## src/rtl/soc_boot_ctrl.sv

```systemverilog
// Boot-and-run controller: streams a program image into instruction memory over
// a valid/ready port, releases the core, and stops it on ebreak or cycle timeout.
module soc_boot_ctrl #(
    parameter int ADDR_WIDTH = 12,
    parameter int DATA_WIDTH = 32,
    parameter int CNT_WIDTH  = 32,
    parameter int MAX_CYCLES = 0
) (
    input  logic                  clk_i,
    input  logic                  rst_i,
    input  logic                  load_start_i,
    input  logic [ADDR_WIDTH:0]   load_len_i,
    input  logic                  abort_i,
    input  logic                  load_valid_i,
    input  logic [DATA_WIDTH-1:0] load_data_i,
    output logic                  load_ready_o,
    output logic                  imem_wen_o,
    output logic [ADDR_WIDTH-1:0] imem_waddr_o,
    output logic [DATA_WIDTH-1:0] imem_wdata_o,
    input  logic                  ebreak_i,
    output logic                  core_rstn_o,
    output logic                  busy_o,
    output logic                  done_o,
    output logic                  timeout_o,
    output logic [CNT_WIDTH-1:0]  cycle_cnt_o
);

    typedef enum logic [2:0] {
        ST_IDLE,
        ST_LOAD,
        ST_DRAIN,
        ST_RUN,
        ST_HALT
    } state_t;

    localparam logic [ADDR_WIDTH:0]  LP_DEPTH      = {1'b1, {ADDR_WIDTH{1'b0}}};
    localparam logic [ADDR_WIDTH:0]  LP_WCNT_ONE   = (ADDR_WIDTH+1)'(1);
    localparam logic [CNT_WIDTH-1:0] LP_CNT_ONE    = CNT_WIDTH'(1);
    localparam logic [CNT_WIDTH-1:0] LP_LAST_CYCLE = CNT_WIDTH'((MAX_CYCLES > 0) ? MAX_CYCLES - 1 : 0);

    state_t                r_state;
    state_t                w_next_state;
    logic [ADDR_WIDTH:0]   r_len;
    logic [ADDR_WIDTH:0]   r_wcnt;
    logic                  r_wen;
    logic [ADDR_WIDTH-1:0] r_waddr;
    logic [DATA_WIDTH-1:0] r_wdata;
    logic                  r_core_rstn;
    logic                  r_done;
    logic                  r_timeout;
    logic [CNT_WIDTH-1:0]  r_cycle_cnt;

    logic                  w_start;
    logic                  w_hs;
    logic                  w_last;
    logic                  w_timeout_hit;
    logic [ADDR_WIDTH:0]   w_len_clamped;

    // Oversized requests load the whole memory rather than wrapping the address.
    assign w_len_clamped = (load_len_i > LP_DEPTH) ? LP_DEPTH : load_len_i;
    assign w_timeout_hit = (MAX_CYCLES > 0) && (r_cycle_cnt == LP_LAST_CYCLE);

    always_ff @(posedge clk_i or posedge rst_i) begin
        if (rst_i) begin
            r_state <= ST_IDLE;
        end else begin
            r_state <= w_next_state;
        end
    end

    always_comb begin
        // NOTE: every signal gets a default before the case so no path infers a latch.
        w_next_state = r_state;
        w_start      = 1'b0;
        w_hs         = 1'b0;
        w_last       = (r_wcnt == r_len - LP_WCNT_ONE);
        case (r_state)
            ST_IDLE, ST_HALT: begin
                if (load_start_i) begin
                    w_start      = 1'b1;
                    w_next_state = (w_len_clamped == '0) ? ST_RUN : ST_LOAD;
                end
            end
            ST_LOAD: begin
                if (load_valid_i) begin
                    w_hs = 1'b1;
                    if (w_last) begin
                        w_next_state = ST_DRAIN;
                    end
                end
            end
            ST_DRAIN: w_next_state = ST_RUN;
            ST_RUN: begin
                if (ebreak_i || w_timeout_hit) begin
                    w_next_state = ST_HALT;
                end
            end
            default: w_next_state = ST_IDLE;
        endcase
        if (abort_i) begin
            w_next_state = ST_IDLE;
            w_start      = 1'b0;
            w_hs         = 1'b0;
        end
    end

    always_ff @(posedge clk_i or posedge rst_i) begin
        if (rst_i) begin
            r_len       <= '0;
            r_wcnt      <= '0;
            r_wen       <= 1'b0;
            r_waddr     <= '0;
            r_wdata     <= '0;
            r_core_rstn <= 1'b0;
            r_done      <= 1'b0;
            r_timeout   <= 1'b0;
            r_cycle_cnt <= '0;
        end else begin
            // NOTE: non-blocking throughout; later assignments below override earlier ones.
            r_wen       <= w_hs;
            r_core_rstn <= (w_next_state == ST_RUN);
            if (w_hs) begin
                r_waddr <= r_wcnt[ADDR_WIDTH-1:0];
                r_wdata <= load_data_i;
                r_wcnt  <= r_wcnt + LP_WCNT_ONE;
            end
            if (abort_i) begin
                r_wcnt      <= '0;
                r_cycle_cnt <= '0;
                r_done      <= 1'b0;
                r_timeout   <= 1'b0;
            end else if (w_start) begin
                r_len       <= w_len_clamped;
                r_wcnt      <= '0;
                r_cycle_cnt <= '0;
                r_done      <= 1'b0;
                r_timeout   <= 1'b0;
            end else if (r_state == ST_RUN) begin
                if (r_cycle_cnt != '1) begin
                    r_cycle_cnt <= r_cycle_cnt + LP_CNT_ONE;
                end
                // ebreak takes precedence when it lands on the timeout cycle.
                if (ebreak_i) begin
                    r_done <= 1'b1;
                end else if (w_timeout_hit) begin
                    r_timeout <= 1'b1;
                end
            end
        end
    end

    assign load_ready_o = (r_state == ST_LOAD);
    assign busy_o       = (r_state == ST_LOAD) || (r_state == ST_DRAIN) || (r_state == ST_RUN);
    assign imem_wen_o   = r_wen;
    assign imem_waddr_o = r_waddr;
    assign imem_wdata_o = r_wdata;
    assign core_rstn_o  = r_core_rstn;
    assign done_o       = r_done;
    assign timeout_o    = r_timeout;
    assign cycle_cnt_o  = r_cycle_cnt;

endmodule

```

## config.mk

```make
export PLATFORM = sky130hd
export DESIGN_NAME = soc_boot_ctrl
export DESIGN_NICKNAME = d
export VERILOG_FILES = /design/src/rtl/soc_boot_ctrl.sv
export SDC_FILE = /design/constraint.sdc
export NUM_CORES = 1
export LEC_CHECK = 0
export BUFFER_PORTS_ARGS = -buffer_cell sky130_fd_sc_hd__buf_2
export CAP_MARGIN = 20
export CORE_MARGIN = 1.5
export CORE_UTILIZATION = 57
export DETAILED_ROUTE_END_ITERATION = 8
export PLACE_DENSITY = 0.87
export SLEW_MARGIN = 20
export SYNTH_ARGS = -nofsm -noshare
export SYNTH_HDL_FRONTEND = slang
export SYNTH_SLANG_ARGS = --single-unit
```

## constraint.sdc

```tcl
create_clock -name clk_i -period 6 [get_ports clk_i]
set_clock_uncertainty 0.2 [all_clocks]
set_input_delay 0.3 -clock clk_i [delete_from_list [all_inputs] [get_ports clk_i]]
set_output_delay 0.3 -clock clk_i [all_outputs]
set_load 0.03 [all_outputs]
```

# Word level (Yosys, flattened, before mapping)
# Index checks and enable logic that the tools add are counted.
[op_classes]
eq_ne = 7
n_addsub = 3
reduce_logical = 13
n_lt_le_gt_ge = 1
mux = 27
n_bitwise = 1
[ops]
columns = ["operator", "n"]
rows = [
  ["32-bit 2-to-1 mux", 4],
  ["13-bit 2-to-1 mux", 4],
  ["32-bit by 1-bit adder with 32-bit output, second input constant", 1],
  ["32-bit inequality test, second input constant", 1],
  ["3-bit 2-to-1 mux", 5],
  ["13-bit by 1-bit adder with 13-bit output, second input constant", 1],
  ["13-bit equality test", 1],
  ["13-bit > comparator, second input constant", 1],
  ["13-bit zero test", 1],
  ["13-bit by 1-bit subtractor with 13-bit output, second input constant", 1],
  ["1-bit 2-to-1 mux", 12],
  ["3-bit one-hot mux with 4 select lines", 1],
  ["3-bit nonzero test", 4],
  ["3-bit by 2-bit equality test with 1-bit output, second input constant", 3],
  ["2-bit AND reduction", 3],
  ["3-bit by 1-bit equality test with 1-bit output, second input constant", 1],
  ["3-bit equality test, second input constant", 1],
  ["3-bit zero test", 1],
  ["1-bit logical OR", 2],
  ["2-bit 2-to-1 mux", 1],
  ["2-bit nonzero test", 1],
  ["2-bit OR reduction", 1],
  ["1-bit inverter", 1],
]
[totals]
ff_bits = 109

# Logic depth before layout (Yosys ltp)
[logic_depth]
depth_word = 8
depth_mapped = 8
ltp_nobuf = 8

# Least setup slack after synthesis
# Ideal clock, no wire load.
[synth_path]
path_type = "flip-flop to flip-flop"
start = "register r_cycle_cnt[0], in the netlist cycle_cnt_o[0]"
end = "register r_cycle_cnt[30], in the netlist cycle_cnt_o[30]"
slack_ns = 3.575
stages_incl_launch_ff = 8
t_arrival_ns = 2.148
setup_time_ns = 0.077
required_ns = 5.723
path_cell_list = "dfrtp_1 > ha_1 > and2_1 > nand3_4 > or4b_1 > buf_2 > or3_1 > a21oi_1"
[synth_via]
elab_chain_len = 5
word_cells_on_any_way = 8
classes_between = "1 x add/sub; 1 x eq/ne; 4 x mux; 2 x reduce/logical"
[synth_lines]
columns = ["element", "line_no", "rtl"]
rows = [
  ["start, declared", "51", "logic [CNT_WIDTH-1:0] r_cycle_cnt;"],
  ["start signal, assigned", "140", "r_cycle_cnt <= r_cycle_cnt + LP_CNT_ONE;"],
  ["32-bit by 1-bit adder with 32-bit output", "140", ""],
  ["32-bit 2-to-1 mux", "139", "if (r_cycle_cnt != '1) begin"],
  ["32-bit 2-to-1 mux", "138", "end else if (r_state == ST_RUN) begin"],
  ["32-bit 2-to-1 mux", "132", "end else if (w_start) begin"],
  ["32-bit 2-to-1 mux", "127", "if (abort_i) begin"],
]
# Parallel ways exist; a longest one is shown, timed or not. The select of a mux whose other input is x is not followed.
# A chain may end at the register's enable or synchronous reset.

# Worst setup path after layout
[layout_path]
start = "register r_cycle_cnt[20], in the netlist cycle_cnt_o[20]"
end = "register r_cycle_cnt[17], in the netlist cycle_cnt_o[17]"
[layout_via]
elab_chain_len = 3
[layout_lines]
columns = ["element", "line_no"]
rows = [
  ["32-bit inequality test", "139"],
  ["3-bit nonzero test (no line)", "n/a"],
  ["2-bit AND reduction (no line)", "n/a"],
]
# No other way between the ends.

==> summary.md <==
The flow ran to the end, and the final reports show no timing, DRC or antenna violations. The count of cell types in the netlist was 50. The tools report the kind of start point of the critical path as a flop. The tightest min-delay check is of the input pin to flop type.

The placeable core area was 8720 sq um; the initial antenna violation count was 0. After the first detailed-routing iteration, the DRC count stood at 226. Cell with the largest stage delay on the worst path: nand4_1. By startpoint and endpoint, the worst setup path is classified as flop to flop.

Buffers inserted to repair hold after CTS numbered 47. The global-route layer with the greatest usage was met2. The run gives 2 as the worst-case clock buffer depth.

The top achievable clock speed was 373 MHz. In the final routed layout, each cell accounts on average for 15.9 um. The post-CTS setup-driven buffer insertion count was 0.

The first detailed-routing pass ran for 4 iterations. Counting flops with an async set or reset pin after synthesis yields a share of 100%. The average via count per standard cell works out to 5.70. Number of buffers added on ports: 131. Counting flops and latches in the post-synthesis netlist gives 108. The first-pass GRT wire length came out at 19.8 mm.

After routing the design area is 6500 sq um. The clock tree synthesis step divided the H-tree into 3 levels. Entering global routing, the biggest net connects 62 pins. The synthesized design devotes to its leading area cell type 52.5% of total area. The final layout contains routed wiring with a total length of 12.0 mm. The clock latency on the worst-skew pair came out at 0.36 ns.

The type of destination of the critical path is a flop. Before CTS, the worst setup slack after placement is 3.35 ns. The logs give 25.4% for the total routing usage reported by global routing and 44.4% for the met2 track demand over resource in global routing. The most used flip-flop cell after synthesis is dfrtp_1. Measured against its own limit, the worst slew margin works out to 39.8%. Dividing the synthesized area by the synthesized cell count gives 11.0 sq um.

Synthesis produced a netlist with a net count of 522. The synthesized cell area is 5140 sq um, and the final critical-path required period is 2.68 ns. In this run the remaining antenna-violating nets after routing total 0. Setup violations remaining at the end of the flow were counted as 0.

The ratio of total power to cell area was 258 nW/um^2; the max-cap check violation count was 0. Of the synthesized area, sequential elements account for 52.5%. For this run, global-route usage on met3 was measured as 3.72%.

From left edge to right edge, the die measures 98.0 um. In this run the static leakage power is 3.06 nW. Cell type contributing the most total cell area after synthesis: dfrtp_1. From synthesis to final layout, the design area changed by 26.4%. During I/O placement, the number of pins put on the boundary was 133. The final layout contains 694 nets. Routability-driven placement finished with a final weighted congestion of 0.930. Global routing used 32.0% of the available met1 tracks. For the final hold slack, the log shows 0.0170 ns. After clock tree synthesis, the clock-pin slew on the worst setup and hold paths is 0.11 ns.

The worst setup margin was 3.32 ns; the post-CTS resize count was 0. By area the synthesized netlist is led by dfrtp_1 53%, mux2_2 10%, xor2_1 4.4%. After legalization and detailed placement, the total HPWL measured 8.03 mm.

The count of flip-flops with a built-in enable after synthesis came out at 0. The run gives 0 as the number of hold violations in the final report. 0 antenna diodes ended up in the layout.

The floorplan step defined a die boundary enclosing 9600 sq um. The run gives 59.0% as the initial standard-cell utilization of the core. The number of cell rows is 34, and the height of the chip is 98.0 um.

The run gives 4276 as the number of global-route vias before repair. In the routed design, unresolved DRC markers number 0. The ratio of final minimum period to clock period works out to 44.7%. The tree built by TritonCTS fans out to 108 sinks. For the post-route setup TNS, the log shows 0 ns. TritonCTS built the clock tree. Final number of max-transition violations: 0.

Cell chosen for the clock root: clkbuf_8. Traced cell by cell, the critical path runs through nand4_1 > nor4_2 > nand4_1 > nand4_1 > xor2_1 > nor2_1. Worst setup slack for register-to-register paths: 3.32 ns. By count the netlist is led by 108 x dfrtp_1, 52 x nor2_1, 46 x mux2_2. The Yosys step of the flow raised 0 warnings.

The arrival time of data at the critical path endpoint was 2.71 ns; the total grt overflow was 0. In the final layout, the share of cells above drive strength 1 is 31.8%. TritonCTS created 9 clock buffers.

Required arrival time at the worst endpoint: 6.03 ns. The largest fanout on the critical path is 16. Counting stages on the worst path, the most repeated cell is nand4_1.

IR analysis of the VDD net gives a maximum drop of 0.176 mV. In this design, the stage delay of the slowest critical-path cell is 0.63 ns. The run gives 468 as the number of standard cells after synthesis. In this run the cell area measured after placement is 5860 sq um. At the pin with the least slew margin, the transition time is 0.902 ns.

Setup repair after global routing left no endpoint under its margin. The routed layout has 4289 vias. The most common cell in the synthesized netlist is dfrtp_1.
power by group:
part	leakage (nW)	switching, mW	internal (mW)
Clock	0.0808	0.248	0.155
Combinational	1.55	0.251	0.170
Sequential	1.43	0.0543	0.801
cells in the final DEF, fill, tap and decap left out, types with 2 or more instances in the layout:
cell type / Yosys / final
buf_2: 6 / 131
dfrtp_1: 108 / 108
nor2_1: 52 / 52
dlygate4sd3_1: 0 / 47
mux2_2: 46 / 46
nand3_1: 28 / 28
xor2_1: 26 / 26
xnor2_1: 22 / 22
nand2_1: 20 / 20
nand4_1: 16 / 16
a21oi_1: 12 / 12
nor3_1: 12 / 12
a22o_1: 11 / 11
o21ai_0: 10 / 10
inv_1: 10 / 9
clkbuf_8: 0 / 9
and3_1: 8 / 8
nor4_1: 8 / 8
or3_1: 7 / 7
nand2b_1: 5 / 5
nor3b_1: 4 / 4
mux2i_1: 3 / 3
nor2b_1: 3 / 3
a31oi_1: 3 / 3
ha_1: 3 / 3
clkinvlp_4: 0 / 3
and3b_1: 2 / 2
nor4_2: 2 / 2
nand3b_1: 2 / 2
and2_1: 2 / 2
o311ai_0: 2 / 2
a211oi_1: 2 / 2
o31ai_1: 2 / 2
and4_1: 2 / 2
buf_4: 1 / 2
critical path, delay by kind of cell (launching register included):
family,cells,cell delay [ns]
xor+xnor,1,0.18
flops,1,0.45
simple gates,5,1.72
path summary, 6_finish.rpt:
path,startpoint,endpoint,depth (start not counted)
min in group asynchronous,rst_i,cycle_cnt_o[25]$_DFFE_PP0P_,3
max,cycle_cnt_o[20]$_DFFE_PP0P_,cycle_cnt_o[17]$_DFFE_PP0P_,6
max in group asynchronous,rst_i,imem_wdata_o[20]$_DFFE_PP0P_,4
min,load_len_i[12],r_len[12]$_DFFE_PP0P_,2
min reg2reg,imem_waddr_o[8]$_DFFE_PP0P_,imem_waddr_o[8]$_DFFE_PP0P_,1
max reg2reg,cycle_cnt_o[20]$_DFFE_PP0P_,cycle_cnt_o[17]$_DFFE_PP0P_,6
cell families after synthesis:
logic type	Yosys count	share of synthesized area, %
xor gates and xnor gates	48	8.17
DFF	108	52.5
buffers and inverters	30	2.70
muxes	49	10.7
AOI/OAI and AO/OA	48	6.27
and+or+nand+nor	181	18.9
adders and majority gates	3	0.730
other	1	0.0729
area by class of cell:
class                      count  area [sq um]
clock buffer                  10           128
tap                          108           135
fill                         585          2220
timing repair buffer         180          1140
multi-input combinational    330          2300
clock inverter                 6          47.5
sequential                   108          2700
inverter                      11          43.8
registers in the layout, summed over array words and instances (netlist names):
name	flops
cycle_cnt_o	32
imem_wdata_o	32
r_len	13
r_wcnt	13
imem_waddr_o	12
r_state	3
core_rstn_o	1
done_o	1
imem_wen_o	1
stage by stage:
stage	utilization [%]	cells	total power, mW
floorplan	-	468	1.14
global placement	67.1	690	1.25
detailed placement	67.1	690	1.26
CTS	74.5	753	1.69
global route	74.5	753	1.75
finish	74.5	753	1.68
layer usage:
layer	share of wire, %	up-vias
met5	0	-
met2	52	145
met1	41	2109
li1	-	2015
met4	1.7	0
met3	5.4	20
No activity file was read; power rests on OpenSTA's default activity.
